[config.mk]
export PLATFORM = sky130hd
export DESIGN_NAME = piso_tx
export DESIGN_NICKNAME = d
export VERILOG_FILES = /design/src/rtl/piso_pkg.sv /design/src/rtl/bit_counter.sv /design/src/rtl/piso_tx.sv
export SDC_FILE = /design/constraint.sdc
export NUM_CORES = 1
export LEC_CHECK = 0
export ABC_CLOCK_PERIOD_IN_PS = 1500
export BUFFER_PORTS_ARGS = -buffer_cell sky130_fd_sc_hd__clkbuf_2
export CAP_MARGIN = 20
export CORE_MARGIN = 2
export CORE_UTILIZATION = 50
export DETAILED_ROUTE_END_ITERATION = 16
export HOLD_SLACK_MARGIN = 0.08
export PLACE_DENSITY_LB_ADDON = 0.1
export SLEW_MARGIN = 5
export SYNTH_ARGS = -nofsm -noshare
export SYNTH_HDL_FRONTEND = slang
export SYNTH_SLANG_ARGS = --single-unit
[constraint.sdc]
create_clock -name clk -period 1.5 [get_ports clk]
set_input_delay 0.075 -clock clk [delete_from_list [all_inputs] [get_ports clk]]
set_output_delay 0.075 -clock clk [all_outputs]
set_load 0.05 [all_outputs]
[src/rtl/piso_pkg.sv]
// Shared FSM state type and sizing helpers for the parallel-in serial-out transmitter.
// No timing of its own; imported by piso_tx and bit_counter.
package piso_pkg;

  typedef enum logic {
    IDLE  = 1'b0,
    SHIFT = 1'b1
  } state_t;

  localparam int DEFAULT_WIDTH = 8;

  function automatic int cnt_width(input int width);
    return (width < 2) ? 1 : $clog2(width);
  endfunction

endpackage

[src/rtl/bit_counter.sv]
// Per-frame bit counter with a registered count, so last is a pure decode of state.
// One-cycle update after clear/enable; clear wins over enable; no backpressure.
module bit_counter
  import piso_pkg::*;
#(
  parameter int WIDTH = DEFAULT_WIDTH,
  localparam int CW = cnt_width(WIDTH)
) (
  input  logic          clk,
  input  logic          reset,
  input  logic          i_clr,
  input  logic          i_en,
  output logic [CW-1:0] o_count,
  output logic          o_last
);

  localparam logic [CW-1:0] LAST_IDX = CW'(WIDTH - 1);

  logic [CW-1:0] r_count;

  always_ff @(posedge clk or negedge reset) begin
    if (!reset) begin
      r_count <= '0;
    end else if (i_clr) begin
      r_count <= '0;
    end else if (i_en) begin
      r_count <= r_count + CW'(1);
    end
  end

  assign o_count = r_count;
  assign o_last  = (r_count == LAST_IDX);

endmodule

[src/rtl/piso_tx.sv]
// Parallel-in serial-out transmitter: first bit one cycle after acceptance, WIDTH bits per frame.
// Backpressure: load_ready only in IDLE or on the last bit, which allows gapless back-to-back frames.
module piso_tx
  import piso_pkg::*;
#(
  parameter int WIDTH     = DEFAULT_WIDTH,
  parameter bit MSB_FIRST = 1'b0
) (
  input  logic             clk,
  input  logic             reset,
  input  logic [WIDTH-1:0] din,
  input  logic             load_valid,
  output logic             load_ready,
  output logic             sout,
  output logic             sout_valid,
  output logic             busy,
  output logic             done
);

  localparam int            CW       = cnt_width(WIDTH);
  localparam logic [CW-1:0] LAST_IDX = CW'(WIDTH - 1);

  state_t           r_state;
  logic [WIDTH-1:0] r_shreg;
  logic [CW-1:0]    w_cnt;
  logic             w_last;
  logic             w_shift;
  logic             w_accept;
  logic             w_cnt_clr;

  assign w_shift    = (r_state == SHIFT);
  assign load_ready = !w_shift || w_last;
  assign w_accept   = load_valid && load_ready;
  // Clearing on the last bit keeps the counter from ever wrapping, with or without a follow-on word.
  assign w_cnt_clr  = w_accept || (w_shift && w_last);

  bit_counter #(
    .WIDTH (WIDTH)
  ) u_cnt (
    .clk     (clk),
    .reset   (reset),
    .i_clr   (w_cnt_clr),
    .i_en    (w_shift),
    .o_count (w_cnt),
    .o_last  (w_last)
  );

  always_ff @(posedge clk or negedge reset) begin
    if (!reset) begin
      r_state <= IDLE;
      r_shreg <= '0;
    end else if (w_accept) begin
      r_state <= SHIFT;
      r_shreg <= din;
    end else if (w_shift) begin
      if (MSB_FIRST) begin
        r_shreg <= {r_shreg[WIDTH-2:0], 1'b0};
      end else begin
        r_shreg <= {1'b0, r_shreg[WIDTH-1:1]};
      end
      if (w_last) begin
        r_state <= IDLE;
      end
    end
  end

  // Outputs are decodes of registered state only; din never reaches sout combinationally.
  assign sout       = w_shift && (MSB_FIRST ? r_shreg[WIDTH-1] : r_shreg[0]);
  assign sout_valid = w_shift;
  assign busy       = w_shift;
  assign done       = w_shift && (w_cnt == LAST_IDX);

endmodule

# Word-level counts from Yosys, hierarchy flattened
# Index checks and enable logic that the tools add are counted.
# op_classes
n_addsub	1
eq_ne	1
mux	7
reduce_logical	8
# ops
cell	count
two-way mux 8 bit	2
two-way mux 3 bit	2
nonzero test 2 bit	2
adder 3 x 1 -> 3 bit, second input constant	1
== test 3 bit, second input constant	1
logical AND 1 bit	3
two-way mux 1 bit	3
logical OR 1 bit	2
zero test 1 bit	1
# word_totals
reg_bits	12
in_bits	11
output_inout_bits	5
wordCells	20

# Longest topological paths before layout
# Gate-level depths: netlist of run 1.
# logic_depth
word_depth	5
ltp_mapped	6
mapped_depth_nobuf	5

# By module
# A second synthesis of run 1 with hierarchy kept.
# hier_totals
cells_unflattened	63
hier_area_um2	679.4
# modules_own_cells
mod	n_inst	cells_per_inst	area_per_inst_um2	seq_area_each_um2
piso_tx	1	52	539.3	225.2
bit_counter	1	11	140.1	75.1

# Least setup slack after synthesis of run 1
# No wires, ideal clock.
# synth_timing
path_kind	register to output
start	reg r_state, in the netlist busy
end	out done
arrival_time_ns	1.465
required_time_ns	1.425
path_slack_ns	-0.040
path_stages_with_launch	4
path_buffers	2
cell_sequence	dfrtp_1 buf_4 buf_4 and2_1
# synth_between
elab_chain_cells	1
# synth_rtl
element	line_no	text
start: declaration	piso_tx.sv:23	state_t r_state;
start signal: assignment	piso_tx.sv:50	r_state <= IDLE;
start signal: assignment	piso_tx.sv:53	r_state <= SHIFT;
start signal: assignment	piso_tx.sv:62	r_state <= IDLE;
logical AND 1 bit	piso_tx.sv:71	assign done = w_shift && (w_cnt == LAST_IDX);
end: declaration	piso_tx.sv:17	output logic done
# No other way between the ends.

# Worst setup path in the final report of run 1
# layout_timing
start	reg u_cnt.r_count[1], in the netlist u_cnt.o_count[1]
end	out load_ready
# layout_between
elab_chain_cells	2
# layout_rtl
element	line_no	text
start: declaration	bit_counter.sv:19	logic [CW-1:0] r_count;
start signal: assignment	bit_counter.sv:27	r_count <= r_count + CW'(1);
== test 3 bit	bit_counter.sv:32	assign o_last = (r_count == LAST_IDX);
logical OR 1 bit	piso_tx.sv:32	assign load_ready = !w_shift || w_last;
end: declaration	piso_tx.sv:13	output logic load_ready,
# No other way between the ends.

==> results.toml, run 1 <==
[status]
status = "finished, final reports clean"

[power]
power.density_nw_per_um2 = 1760
ir_drop_mv = 0.674
p_leak_nw = 0.434

[place]
dp_cells = 88
hpwlAfterDp_um = 837
place.gp.congestion = 0.734
port_buffers = 15
dpl-instance-area_um2 = 721

[global_route]
first_global_vias = 452
antenna_found_initial = 0
groute.usage.overall_pct = 19.1
grt-ovfl-total = 0
grt_pass1_wl_um = 2020
grt_max_degree = 24

[floorplan]
die_height_um = 40.7
ios = 16
initial_core_util_pct = 52.3
placementRows = 13
die_area_um2 = 1650
die_w_um = 40.7
core_area_um2 = 1280

[timing]
hold_viol = 0
slew_viol_final = 0
skew_ns = 0.00495
setup_violations = 0
fmax_mhz = 690
finalSetupTns_ns = 0
rsz0062_at_grt = "false"
fin_crit_sh_pct = 96.6
tightest_slew_ns = 0.441
period_needed_ns = 1.45
slew_headroom_pct = 70.6

[synthesis]
ys_seq_area_share_pct = 44.7
ys_ff_latch = 12
synth_cells = 64
syn_nets = 78
synth_cell_type_count = 19
synth_area_um2 = 672
ys_warn_count = 0
postSynthAreaPerCell_um2 = 10.5

[detailed_routing]
vias_per_cell = 5.51
drcViolationCount = 0
wire_per_inst_um = 13.2
drt_iter0_drc = 10
via_count = 540
first_pass_iters = 4
detail-route-antenna-nets = 0
totalWireLength_um = 1290

[clock_tree]
htree_levels = 1
cts_tree = "done"
cts_buffers = 3
clk_pin_slew_ns = 0.07
clockRootBuffer = "clkbuf_4"
cts.sinks = 12
clock_latency_ns = 0.27
clockBufferDepth = 2

[setup_path]
critPathLaunch = "u_cnt.o_count[1]"
crit_arrival_ns = 1.37
crit_path_max_incr_delay_ns = 0.40
crit_fanout = 7
cp-start-kind = "flop"
path_cells = "ha_2 -> ha_4 -> nand2b_4 -> buf_8"
cpMaxStageDelayCell = "dfrtp_1"
crit_path_end_kind = "output port"
reg2reg_slack_ns = 0.08
path_class = "flop to output port"
reg2regPathDepth = 6
worstReg2RegStart = "u_cnt.o_count[1]"
critPathRequiredTime_ns = 1.42
r2r-end = "r_shreg[6]"
cp_num_buf_inv = 1
path_delay_family = "flip-flops"

[min_path]
hp-start = "din[3]"
holdPathStages = 3
min_to = "r_shreg[3]"
hold_class = "primary input to flop"

[final_layout]
final_common_cell = "clkbuf_2"
drive_gt1_share_pct = 33.7
stdcell_area_um2 = 842
num_antenna_cells = 0
stdcell_count = 98
syn_to_final_growth_pct = 25.3
finalNetCount = 98
final_cell_mix = "13 x clkbuf_2, 11 x dfrtp_1, 8 x mux2i_1, 8 x o21ai_1"
fillers = 109
utilization_pct = 65.5

[flow_run]
max-cap-violations = 0
==> routing by layer <==
layer	GRT usage (%)	wire length, um	vias up
met1	28.9	630	256
met3	3.26	50	2
met4	10.0	12	0
li1	-	-	270
met2	25.8	601	12
met5	0	0	-
==> worst max path at each step <==
stage	to	slack, ns	depth (start not counted)
CTS	done	0.005	4
global placement	r_shreg[6]	0.09	5
global route	sout	0.004	2
floorplan	busy	0.12	4
finish	load_ready	0.05	4
detailed placement	r_shreg[6]	0.04	5
==> worst reg2reg max path, cell delays in order, from the launching register on <==
cell and delay [ns]:
dfrtp_1 0.40, ha_2 0.21, ha_4 0.19, buf_4 0.14
and3_1 0.14, a31oi_1 0.13, o21ai_1 0.08
==> power breakdown <==
part | switching, mW | internal [mW]
clock network | 0.0995 | 0.103
registers | 0.116 | 0.446
logic | 0.375 | 0.341
total | 0.591 | 0.890
==> sequential cells by signal, summed over array words and instances, names as in the netlist <==
register and count:
u_cnt.o_count 3, r_shreg 8, busy 1
==> logic make-up (layout without fill, tap and decap cells) <==
group | after synthesis | count (layout) | synth area share, %
adder cells (fa/ha/maj) | 3 | 3 | 5.59
buffers and inverters | 7 | 26 | 7.45
multiplexers | 8 | 8 | 11.9
AO/OA/AOI/OAI | 18 | 18 | 16.2
AND/OR/NAND/NOR | 16 | 16 | 14.2
flip-flops | 12 | 12 | 44.7
==> cell type report <==
class | count | area, um^2 | area share, %
multi-input cells | 45 | 347 | 41.2
flip-flops and latches | 12 | 302 | 35.8
repair buffers | 21 | 145 | 17.2
clock buffers | 4 | 26.3 | 3.12
well taps | 15 | 18.8 | 2.23
inverters | 1 | 3.75 | 0.446
==> through the flow <==
step | setup slack [ns] | hold slack, ns | power (mW)
2_1_floorplan | 0.118 | -0.221 | 1.02
3_3_place_gp | 0.0904 | -0.0212 | 1.11
3_5_place_dp | 0.0444 | -0.0259 | 1.12
4_1_cts | 0.00548 | 0.0909 | 1.42
5_1_grt | 0.00407 | 0.105 | 1.60
6_report | 0.0516 | 0.0984 | 1.48
==> synth_stat cells (all sizes together) <==
master / n / area (um^2)
nand2: 1 / 6.26
a22o: 2 / 17.5
a21o: 1 / 7.51
mux2i: 8 / 80.1
dfrtp: 12 / 300
and3: 7 / 43.8
nand2b: 2 / 12.5
buf: 6 / 46.3
nand3: 1 / 5.00
inv: 1 / 3.75
a31oi: 7 / 43.8
ha: 3 / 37.5
and2: 2 / 12.5
nor3: 1 / 5.00
o21ai: 8 / 40.0
nor2b: 1 / 6.26
nor2: 1 / 3.75
==> repair_timing <==
| item | 4_1_cts | 5_1_grt |
|---|---|---|
| hold buffers | 2 | 0 |
| resized for setup | 8 | 3 |
| hold endpoints to repair | 13 | 0 |
| buffers inserted | 0 | 4 |
| setup endpoints to repair | 2 | 2 |
| pin swaps | 0 | 1 |
Note: power is estimated with default switching activity, not from simulation.
==> run 2: changes to the inputs <==
CORE_MARGIN = 10   (was 2)
RECOVER_POWER = 100   (was default)
SYNTH_HIERARCHICAL = 1   (was default)
==> results.toml, run 2 <==
[status]
status = "finished, final reports clean"

[synthesis]
ys_seq_area_share_pct = 44.2
ys_top_cells_by_count = "12 x dfrtp_1, 10 x mux2i_1, 8 x o21ai_1"
muxShareOfSynthArea_pct = 16.4
synth_top_family_by_area = "multiplexers"
synth_area_leader_cell = "dfrtp_1"
synth_fa_ha_area_share_pct = 3.68
synth-simple-area-share_pct = 13.8
ys_ff_latch = 12
synth_compound_area_share_pct = 12.3
async_flop_share_pct = 100
yosys.area.top_type_share_pct = 44.2
synth_edf_count = 0
synth_area_um2 = 679
postSynthAreaPerCell_um2 = 10.8
synth_cell_type_count = 18
synth.most_common_cell = "dfrtp_1"
synth_area_leaders = "dfrtp_1 44%, mux2i_1 15%, a31oi_1 6.4%"
synthXorXnorAreaFrac_pct = 1.29
synthFlopType = "dfrtp_1"
ys_warn_count = 6
syn_nets = 76
synth_cells = 63

[place]
hpwlAfterDp_um = 970
port_buffers = 15
place.gp.congestion = 0.743
place_ws_ns = 0.0889

[global_route]
grt_max_degree = 20
antenna_found_initial = 0
grt_pass1_wl_um = 2370
grt-ovfl-total = 0
first_global_vias = 522
groute.usage.overall_pct = 8.62

[timing]
tightest_slew_ns = 0.652
skew_ns = 0.00125
slew_headroom_pct = 56.6
setup_violations = 0
hold_viol = 0
period_needed_ns = 1.43
fin_crit_sh_pct = 95.3
rsz0062_at_grt = "false"
slew_viol_final = 0
layout_setup_ws_ns = 0.0712
whs_ns = 0.108
finalSetupTns_ns = 0
fmax_mhz = 700

[final_layout]
final_cell_mix = "13 x clkbuf_2, 11 x dfrtp_1, 10 x mux2i_1"
drive_gt1_share_pct = 29.6
final_common_cell = "clkbuf_2"
regMostFlops = "r_shreg"
largest_reg_flops = 8
finalNetCount = 95
syn_to_final_growth_pct = 20.4
num_antenna_cells = 0

[setup_path]
crit_arrival_ns = 1.35
crit_fanout = 11
cp-start-kind = "flop"
path_class = "flop to output port"
crit_path_end_kind = "output port"
critPathRequiredTime_ns = 1.42

[detailed_routing]
wire_per_inst_um = 14.6
vias_per_cell = 5.51
first_pass_iters = 4
totalWireLength_um = 1400
detail-route-antenna-nets = 0
drcViolationCount = 0
drt_iter0_drc = 9
via_count = 529

[clock_tree]
htree_levels = 1
cts_buffers = 3
clockRootBuffer = "clkbuf_4"
cts.sinks = 12
cts_tree = "done"
clockBufferDepth = 2
clock_latency_ns = 0.26
clk_pin_slew_ns = 0.08

[floorplan]
placementRows = 13
die_area_um2 = 3230
initial_core_util_pct = 52.9
ios = 16
die_height_um = 56.9
die_w_um = 56.9
core_area_um2 = 1280

[power]
ir_drop_mv = 0.710
power.density_nw_per_um2 = 1810
finalPower_mw = 1.48
p_leak_nw = 0.424

[flow_run]
max-cap-violations = 0

[min_path]
hold_class = "primary input to flop"
==> run 2: kinds of logic (layout without fill, tap and decap cells) <==
kind of cell	count (synthesis)	in the layout
AND/OR/NAND/NOR	16	16
multiplexers	11	11
flip-flops	12	12
XOR/XNOR	1	1
adder cells (fa/ha/maj)	2	2
AO/OA/AOI/OAI	15	15
buffers and inverters	6	24
==> run 2: area by class of cell <==
class,count,area [um^2]
repair buffers,20,126
well taps,15,18.8
flip-flops and latches,12,304
clock buffers,4,26.3
fillers,111,467
multi-input cells,45,343
==> run 2: where the power goes <==
| part | switching, mW | internal, mW |
|---|---|---|
| logic | 0.389 | 0.316 |
| registers | 0.115 | 0.452 |
| clock network | 0.103 | 0.103 |
==> run 2: critical path, stage by stage (launching register included) <==
cell and delay (ns):
dfrtp_1 0.41, ha_2 0.19, ha_4 0.19, nand2b_4 0.15
buf_8 0.15
==> run 2: routing by layer <==
metal | track usage, % | vias up | routed length, um
met4 | 4.03 | 0 | 9
met3 | 2.92 | 2 | 80
li1 | - | 266 | -
met2 | 13.2 | 13 | 622
met1 | 10.5 | 248 | 688
met5 | 0 | - | 0
==> run 2: what timing repair did <==
item	4_1_cts	5_1_grt
gates resized for setup	5	3
endpoints found under the hold margin	13	0
hold buffers	2	0
setup buffers	2	0
endpoints found under the setup margin	1	1
==> run 2: worst paths after layout <==
path	start	to	slack (ns)	depth (start not counted)
max reg2reg	u_cnt/o_count[1]	r_shreg[3]	0.14	5
min reg2reg	r_shreg[6]	r_shreg[5]	0.52	2
max	u_cnt/o_count[1]	load_ready	0.07	4
min	din[2]	r_shreg[2]	0.11	3
max in group asynchronous	reset	busy	0.68	2
min in group asynchronous	reset	r_shreg[7]	0.34	2
==> run 2: metrics by stage <==
stage	utilization, %	cell area, um^2	instances
after global routing	63.7	818	96
final	63.7	818	96
after CTS	63.1	811	96
after global placement	56.5	726	88
after detailed placement	56.5	726	88
after floorplan	-	681	63
